===== src/rtl/cache_mem_arbiter.sv =====
//----------------------------------------------------------------------------
// Module   : cache_mem_arbiter
// Purpose  : Two-way round-robin arbiter that shares one memory port between
//            the I-cache and D-cache, with burst ownership and beat counting.
// Revision : 1.0 - initial release
//----------------------------------------------------------------------------
`default_nettype none

module cache_mem_arbiter #(
  parameter int DATA_BITS = 32,
  parameter int TYPE_BITS = 3
) (
  input  logic                 clk,
  input  logic                 rst,
  // I-cache side
  input  logic                 i_req,
  input  logic                 i_write,
  input  logic [DATA_BITS-1:0] i_addr,
  input  logic [DATA_BITS-1:0] i_in,
  input  logic [TYPE_BITS-1:0] i_type,
  output logic [DATA_BITS-1:0] i_out,
  output logic                 i_wait,
  // D-cache side
  input  logic                 d_req,
  input  logic                 d_write,
  input  logic [DATA_BITS-1:0] d_addr,
  input  logic [DATA_BITS-1:0] d_in,
  input  logic [TYPE_BITS-1:0] d_type,
  output logic [DATA_BITS-1:0] d_out,
  output logic                 d_wait,
  // Shared memory port
  output logic                 mem_req,
  output logic                 mem_write,
  output logic [DATA_BITS-1:0] mem_addr,
  output logic [DATA_BITS-1:0] mem_in,
  output logic [TYPE_BITS-1:0] mem_type,
  input  logic [DATA_BITS-1:0] mem_out,
  input  logic                 mem_wait,
  // Ownership status
  output logic [1:0]           gnt,
  output logic [3:0]           beat_cnt
);

  typedef enum logic [1:0] {
    ST_IDLE  = 2'd0,
    ST_GNT_I = 2'd1,
    ST_GNT_D = 2'd2
  } state_t;

  localparam logic       c_LAST_I   = 1'b0;
  localparam logic       c_LAST_D   = 1'b1;
  localparam logic [3:0] c_BEAT_MAX = 4'd15;

  state_t     r_state;
  state_t     w_next_state;
  logic       r_last_gnt;
  logic [1:0] r_gnt;
  logic [3:0] r_beat_cnt;
  logic       w_entry;
  logic       w_beat;

  // Ownership is only released when the owner drops its request.
  always_comb begin
    w_next_state = r_state;
    case (r_state)
      ST_IDLE: begin
        if (i_req && d_req) begin
          w_next_state = (r_last_gnt == c_LAST_I) ? ST_GNT_D : ST_GNT_I;
        end else if (i_req) begin
          w_next_state = ST_GNT_I;
        end else if (d_req) begin
          w_next_state = ST_GNT_D;
        end
      end
      ST_GNT_I: begin
        if (!i_req) begin
          w_next_state = d_req ? ST_GNT_D : ST_IDLE;
        end
      end
      ST_GNT_D: begin
        if (!d_req) begin
          w_next_state = i_req ? ST_GNT_I : ST_IDLE;
        end
      end
      default: w_next_state = ST_IDLE;
    endcase
  end

  assign w_entry = (w_next_state != r_state) && (w_next_state != ST_IDLE);
  assign w_beat  = (r_state != ST_IDLE) && mem_req && !mem_wait;

  always_ff @(posedge clk or negedge rst) begin
    if (!rst) begin
      r_state    <= ST_IDLE;
      r_last_gnt <= c_LAST_I;
      r_gnt      <= 2'b00;
      r_beat_cnt <= 4'd0;
    end else begin
      r_state <= w_next_state;
      case (w_next_state)
        ST_GNT_I: r_gnt <= 2'b01;
        ST_GNT_D: r_gnt <= 2'b10;
        default:  r_gnt <= 2'b00;
      endcase
      if (w_entry) begin
        r_last_gnt <= (w_next_state == ST_GNT_D) ? c_LAST_D : c_LAST_I;
        r_beat_cnt <= 4'd0;
      end else if (w_beat && (r_beat_cnt != c_BEAT_MAX)) begin
        r_beat_cnt <= r_beat_cnt + 4'd1;
      end
    end
  end

  // Non-owners see zero data and stall for as long as they keep requesting.
  always_comb begin
    mem_req   = 1'b0;
    mem_write = 1'b0;
    mem_addr  = '0;
    mem_in    = '0;
    mem_type  = '0;
    i_out     = '0;
    d_out     = '0;
    i_wait    = i_req;
    d_wait    = d_req;
    case (r_state)
      ST_GNT_I: begin
        mem_req   = i_req;
        mem_write = i_write;
        mem_addr  = i_addr;
        mem_in    = i_in;
        mem_type  = i_type;
        i_out     = mem_out;
        i_wait    = mem_wait;
      end
      ST_GNT_D: begin
        mem_req   = d_req;
        mem_write = d_write;
        mem_addr  = d_addr;
        mem_in    = d_in;
        mem_type  = d_type;
        d_out     = mem_out;
        d_wait    = mem_wait;
      end
      default: ;
    endcase
  end

  assign gnt      = r_gnt;
  assign beat_cnt = r_beat_cnt;

endmodule

`default_nettype wire

===== config.mk =====
export PLATFORM = sky130hd
export DESIGN_NAME = cache_mem_arbiter
export DESIGN_NICKNAME = d
export VERILOG_FILES = /design/src/rtl/cache_mem_arbiter.sv
export SDC_FILE = /design/constraint.sdc
export NUM_CORES = 1
export LEC_CHECK = 0
export CAP_MARGIN = 20
export CORE_AREA = 2 2 123 125
export CTS_CLUSTER_SIZE = 25
export DETAILED_ROUTE_END_ITERATION = 8
export DIE_AREA = 0 0 125 127
export GPL_TIMING_DRIVEN = 0
export SLEW_MARGIN = 20
export SYNTH_ARGS = -nofsm -noshare
export SYNTH_HDL_FRONTEND = slang
export SYNTH_SLANG_ARGS = --single-unit

===== constraint.sdc =====
create_clock -name clk -period 2.85 [get_ports clk]
set_input_delay 0.855 -clock clk [delete_from_list [all_inputs] [get_ports clk]]
set_output_delay 0.855 -clock clk [all_outputs]
set_load 0.02 [all_outputs]

# == Word-level counts from Yosys, hierarchy flattened ==
# Cells that the tools add are included.
# W data, S select, Z words.
# totals
reg_bits,9
in_bits,173
output_inout_bits,141
wordCells,43
# classes
addsub,1
n_eq_ne,6
mux,22
reduce_logical,10
# op_table
operator,count
$pmux W32 S2,2
$mux W32,2
$mux W2,7
$mux W4,2
$pmux W2 S3,1
$pmux W3 S2,1
$reduce_bool A2 Y1,3
$logic_and A1 B1 Y1,5
$add A4 B1 Y4 const B,1
$eq A2 B1 Y1 const B,2
$eq A2 B2 Y1 const B,2
$mux W1,4
$ne A4 B4 Y1 const B,1
$pmux W1 S2,2
$pmux W2 S2,1
$logic_not A2 Y1,1
$ne A2 B2 Y1,1
$logic_not A1 Y1,1

# == Depth between registers and ports, before layout ==
# Gate-level depths: netlist of run 1.
# logic_depth
ltp_word,7
depth_mapped,8
mapped_depth_nobuf,8

# == Worst setup path after synthesis of run 1 ==
# Ideal clock, no wire load.
# synth_path
path_type,reg-to-output
startpoint,register r_state[1]
endpoint,output mem_in[21]
arrival_ns,1.868
t_required_ns,1.995
slack_ns,0.127
path_stages_with_launch,7
path_buffers,2
cell_sequence,dfrtp_1 -> inv_1 -> ha_1 -> clkbuf_1 -> clkbuf_1 -> a22oi_1 -> nor2b_1
# synth_via
elab_chain_len,2
elab_cells_between_ends,3
classes_between,2 x eq/ne; 1 x mux
# synth_rtl
item,line,rtl
from (decl),54,state_t r_state;
from (signal assigned),99,r_state <= w_next_state;
$eq A2 B2 Y1 or $eq A2 B1 Y1 (tied branches),125,case (r_state)
$pmux W32 S2 (*),125,
to (decl),35,"output logic [DATA_BITS-1:0] mem_in,"
# Every way passes the cells marked *; elsewhere a longest branch is shown, timed or not.

# == Worst setup path after layout of run 1 ==
# layout_path
startpoint,register r_state[1]
endpoint,output mem_addr[23]
# layout_via
elab_chain_len,2
elab_cells_between_ends,3
classes_between,2 x eq/ne; 1 x mux
# layout_rtl
item,line,rtl
$eq A2 B2 Y1 or $eq A2 B1 Y1 (tied branches),125,
$pmux W32 S2 (*),125,
to (decl),34,"output logic [DATA_BITS-1:0] mem_addr,"
# Marks and branches as above.

==> impl_metrics.toml, run 1 <==
[final_layout]
nFillCells = 1536
num_antenna_cells = 0
finalNetCount = 793
design_area_sq_um = 5600
seq_area_sq_um = 228
multiInputGateArea_sq_um = 1850
drive_gt1_share_pct = 17.1
area_growth_pct = 164
layoutNonFillerInstCount = 798

[pwr]
power_frac_clock_pct = 5.4
irDropWorstVdd_mv = 0.514
switching_power_uw = 2360
intPower_uw = 2170
power_frac_seq_pct = 4.5
power_leakage_uw = 0.00250
netSwitchingFraction_pct = 52.0
power_density_nw_per_um2 = 810
pwr-share-comb_pct = 90.1

[yosys]
ys.flop_type = "dfrtp_1"
synth_seq_cells = 9
yosys.area.top_type = "a22oi_1"
syn_area_per_cell_sq_um = 7.30
syn_inst = 291
synth_top_cell_area_share_pct = 24.0
async_flop_share_pct = 100
syn-num-nets = 469
ys.warnings.count = 0
synth_edf_count = 0
synth_most_common_cell = "nor2b_1"
synth_commonest_cells = "nor2b_1, a22oi_1, and2_1, clkbuf_1, dfrtp_1"
synth_area_leaders = "a22oi_1, nor2b_1, and2_1"
ys_seq_area_share_pct = 10.6
ys_types = 34
synth_area_sq_um = 2120

[sta]
setup_viol = 0
report.final.slew_viol_count = 0
rsz0062_at_grt = "no"
worst_clock_skew_ns = 0.000540
post-route-min-period_ns = 2.79
period_share_pct = 97.9
max_slew_margin_pct = 73.6
clock.fmax_ghz = 0.358
worstMarginPinSlew_ns = 0.391
finalHoldViolCount = 0
setup-tns-final_ns = 0

[worst_setup_path]
cp-end-kind = "output port"
cpLargestDelayFamily = "buffers and inverters"
crit_required_ns = 2.00
critPathArrivalTime_ns = 1.94
max_stage_delay_ns = 0.43
cp-start-kind = "register"
crit_type = "reg -> out"
crit_slowest_cell = "dfrtp_2"
path_cells = "buf_4 > ha_4 > clkbuf_16 > buf_4 > a22oi_1 > nor2b_1 > dlygate4sd2_1"
cpMostUsedCell = "buf_4"
crit_fanout = 10
cp_num_buf_inv = 4

[placement]
gp_congestion = 0.855
dpl_cell_area_sq_um = 5490
dpl.cell_count = 788
hpwlAfterDp_microns = 11700
io_buffer_count = 313

[global_route]
grt_max_degree = 11
overflow = 0
antenna_found_initial = 0
track_usage_pct = 16.2
grt_pass1_wl_microns = 20700
grt_pass1_vias = 3606

[drt]
drtIter0Drc = 121
drtAntennaViolNets = 0
vias = 3428
vias_per_cell = 4.30
drt_pass1_iterations = 4
wire_per_inst_microns = 17.4
drc = 0
finalWirelength_microns = 13900

[hold_path]
hp-class = "reg -> reg"

[clocking]
cts_tree = "yes"
h-tree-depth = 1
clockBufferDepth = 2
clk-insertion-delay-late_ns = 0.23
numCtsBuffers = 3
clock_sinks = 9
clk_pin_slew_ns = 0.04
cts-root-buf = "clkbuf_16"

[floorplanning]
die_h_microns = 127
die_area_sq_um = 15900
boundaryPins = 314
start_util_pct = 14.7
die_w_microns = 125
core_sq_um = 14400
core.rowCount = 44

[run_status]
status = "complete, no violations"

[run]
maxCapViolCount = 0
==> cell usage in the layout (no fill, tap or decap), drive strengths merged, types with 2 or more instances in the layout <==
cell / n
clkdlybuf4s50: 176
dlygate4sd2: 86
a22oi: 70
nor2b: 69
and2: 66
clkbuf: 55
clkdlybuf4s15: 22
buf: 13
dfrtp: 9
inv: 6
nand2: 5
ha: 5
o21ai: 4
nor3: 4
nor2: 3
mux2: 3
xor2: 2
==> path summary, 6_finish.rpt <==
kind / to / start / cells past startpoint / slack [ns]
setup / recovery: mem_addr[23] / r_state[1]$_DFF_PN0_ / 7 / 0.06
hold / removal: r_last_gnt$_DFFE_PN0P_ / r_last_gnt$_DFFE_PN0P_ / 2 / 0.63
setup reg to reg: beat_cnt[2]$_DFFE_PN0P_ / r_state[0]$_DFF_PN0_ / 7 / 0.79
hold reg to reg: r_last_gnt$_DFFE_PN0P_ / r_last_gnt$_DFFE_PN0P_ / 2 / 0.63
max in group asynchronous: r_state[0]$_DFF_PN0_ / rst / 1 / 1.63
min in group asynchronous: gnt[1]$_DFF_PN0_ / rst / 1 / 0.92
==> sequential cells by signal, summed over array words and instances (netlist names) <==
register and flops:
gnt 2, r_last_gnt 1, beat_cnt 4, r_state 2
==> power by group through the flow <==
| stage | Combinational (uW) | Sequential [uW] | Clock, uW |
|---|---|---|---|
| finish | 4090 | 202 | 246 |
| global route | 4390 | 207 | 257 |
| CTS | 4110 | 199 | 249 |
| detailed placement | 4160 | 211 | 0 |
| global placement | 4130 | 208 | 0 |
| floorplan | 2240 | 219 | 0 |
==> area by class of cell <==
class | count | share of cell area (%)
repair buffers | 319 | 52.4
multi-input cells | 247 | 33.0
plain buffers | 29 | 4.45
well taps | 184 | 4.11
flip-flops and latches | 9 | 4.07
clock buffers | 4 | 1.41
inverters | 6 | 0.492
==> timing repair <==
| action | in CTS | in global routing |
|---|---|---|
| setup buffers | 6 | 0 |
| setup endpoints to repair | 135 | 64 |
| pin swaps | 0 | 1 |
| hold buffers | 0 | 0 |
| gates resized for setup | 220 | 86 |
==> kinds of logic after synthesis <==
kind of cell | Yosys count | synth area share [%]
flops | 9 | 10.6
xor+xnor | 3 | 1.24
fa+ha+maj | 5 | 2.95
simple gates | 153 | 46.0
compound gates | 82 | 30.8
mux | 4 | 2.24
buf+inv | 35 | 6.19
==> routing by layer <==
layer,up-vias,GRT usage [%],part of all wire [%]
met2,185,31.2,52
met5,-,0,0
li1,1671,-,-
met1,1561,19.3,40
met3,11,2.85,7.2
met4,0,1.76,0.98
==> stage by stage <==
step           utilization (%)  power [uW]  setup slack [ns]  hold WS [ns]
2_1_floorplan                -        2460             0.127         0.559
3_3_place_gp              38.0        4330             -1.33         0.605
3_5_place_dp              38.0        4370             -1.42         0.622
4_1_cts                   39.1        4560          0.000424         0.630
5_1_grt                   38.8        4860          0.000373         0.668
6_report                  38.8        4530            0.0590         0.631
==> worst min-delay path, delay by kind of cell (launching register included) <==
family             cells  cell delay [ns]
AOI/OAI and AO/OA      2             0.19
DFF                    1             0.40
Note: power is estimated with default switching activity, not from simulation.
==> run 2: changes to the inputs <==
clock period = 2.6 ns   (was 2.85 ns; I/O delays follow)
==> run 2 against run 1 <==
  * Register-to-register slack got worse by 0.23 ns
  * Clock skew rose by 0.00091 ns
  * Final area rose by 3.1%
  * Sequential power rose by 14%
  * Setup slack got worse by 0.045 ns
  * Final cell count rose by 1.3%
  * Power rose by 22%
  * Global-route usage rose by 0.81 points
  * Critical endpoint is now d_wait
==> impl_metrics.toml, run 2 (synthesized netlist as in run 1, its figures left out) <==
[run_status]
status = "complete, no violations"

[floorplanning]
die_w_microns = 125
die_area_sq_um = 15900
die_h_microns = 127
core_sq_um = 14400
core.rowCount = 44
start_util_pct = 14.7
boundaryPins = 314

[placement]
dpl_cell_area_sq_um = 5650
gp_congestion = 0.878
dpl.cell_count = 788
io_buffer_count = 313
hpwlAfterDp_microns = 11800

[sta]
max_slew_margin_pct = 72.5
worstMarginPinSlew_ns = 0.411
finalHoldViolCount = 0
report.final.slew_viol_count = 0
setup-tns-final_ns = 0
worst_clock_skew_ns = 0.00145
setup_viol = 0
post-route-min-period_ns = 2.59
rsz0062_at_grt = "yes"
clock.fmax_ghz = 0.387
hold_slack_ns = 0.629
period_share_pct = 99.5

[worst_setup_path]
r2r-start = "r_state[1]$_DFF_PN0_"
timing.rr.end = "beat_cnt[2]$_DFFE_PN0P_"
cp-start-kind = "register"
cpMostUsedCell = "clkbuf_16"
worstRegToRegCells = 8
critPathArrivalTime_ns = 1.81
max_stage_delay_ns = 0.46
crit_fanout = 10
r2r_slack_ns = 0.56
crit_type = "reg -> out"
crit_slowest_cell = "dfrtp_2"
cp-end-kind = "output port"
path_cells = "inv_4 > ha_4 > clkbuf_16 > clkbuf_16 > mux2_2 > buf_2"
crit_required_ns = 1.82

[final_layout]
area_growth_pct = 172
design_area_sq_um = 5770
layout_common_cells = "clkdlybuf4s50_1, clkbuf_2, and2_1, nor2b_2, buf_2"
final_core_util_pct = 40.0
layout_commonest_cell = "clkdlybuf4s50_1"
drive_gt1_share_pct = 50.2
layoutNonFillerInstCount = 808
largest_reg_flops = 4
num_antenna_cells = 0
finalNetCount = 803

[clocking]
clock_sinks = 9
h-tree-depth = 1
cts_tree = "yes"
clk_pin_slew_ns = 0.04
cts-root-buf = "clkbuf_16"
clockBufferDepth = 2
clk-insertion-delay-late_ns = 0.23
numCtsBuffers = 3

[pwr]
power_density_nw_per_um2 = 962
netSwitchingFraction_pct = 50.3
power_frac_clock_pct = 4.8
pwr-share-comb_pct = 91.0
switching_power_uw = 2790
irDropWorstVdd_mv = 0.376
intPower_uw = 2760
power_leakage_uw = 0.00244
power_frac_seq_pct = 4.1

[drt]
drtAntennaViolNets = 0
drtIter0Drc = 63
drc = 0
vias = 3530
wire_per_inst_microns = 17.9
finalWirelength_microns = 14400
drt_pass1_iterations = 4
vias_per_cell = 4.37

[global_route]
grt_pass1_wl_microns = 21800
track_usage_pct = 17.0
grt_max_degree = 11
grt_pass1_vias = 3830
antenna_found_initial = 0
overflow = 0

[hold_path]
hold_end = "beat_cnt[1]$_DFFE_PN0P_"
hold-path-cell-count = 2
min_from = "beat_cnt[1]$_DFFE_PN0P_"
hp-class = "reg -> reg"

[run]
maxCapViolCount = 0
## run 2: cell types whose count changed in the layout (fill, tap and decap cells not counted), sizes merged
cell           delta
dlygate4sd2      -82
clkbuf           +28
clkdlybuf4s15    -11
buf              +75
## run 2: repair_timing
item / 4_1_cts / 5_1_grt
hold buffers: 0 / 0
cloned: 0 / 2
pin swaps: 6 / 3
buffers inserted: 8 / 6
gates resized for setup: 441 / 173
setup endpoints to repair: 135 / 122
## run 2: layout make-up
type	count	area [sq um]
Multi-Input combinational cell	247	2190
Tap cell	184	230
Fill cell	1521	8660
Buffer	29	340
Sequential cell	9	228
Timing Repair Buffer	329	2670
Inverter	6	27.5
Clock buffer	4	78.8
## run 2: how the worst max path moves through the flow
stage                              start            to  slack [ns]  cells after the start
floorplan           r_state[0]$_DFF_PN0_  mem_addr[24]       0.001                      6
global placement    r_state[0]$_DFF_PN0_    mem_in[27]       -1.25                      7
detailed placement  r_state[0]$_DFF_PN0_    mem_in[27]       -1.29                      7
CTS                 r_state[0]$_DFF_PN0_   mem_addr[1]       -0.06                      6
global route        r_state[0]$_DFF_PN0_        d_wait       -0.05                      6
finish              r_state[0]$_DFF_PN0_        d_wait        0.01                      6
## run 2: metal layers
layer	routed length [microns]	track usage [%]
met5	0	0
met4	350	2.94
met3	957	4.15
met2	7650	32.4
met1	5470	19.5
## run 2: metrics by stage
stage	total power [uW]	setup slack, ns
floorplan	2920	0.00104
global placement	4940	-1.25
detailed placement	4980	-1.29
CTS	5480	-0.0642
global route	5930	-0.0461
finish	5550	0.0137
## run 2: worst max-delay path: cells and delay by family (launching register included)
kind | cells | cell delay (ns)
buffers and inverters | 4 | 0.63
DFF | 1 | 0.46
muxes | 1 | 0.33
adders and majority gates | 1 | 0.15
## run 2: power groups by stage
stage | logic [uW] | registers, uW | clock network [uW]
final | 5050 | 230 | 268
after global routing | 5410 | 234 | 288
after global placement | 4710 | 233 | 0
after floorplan | 2680 | 240 | 0
after CTS | 4970 | 232 | 272
after detailed placement | 4740 | 236 | 0
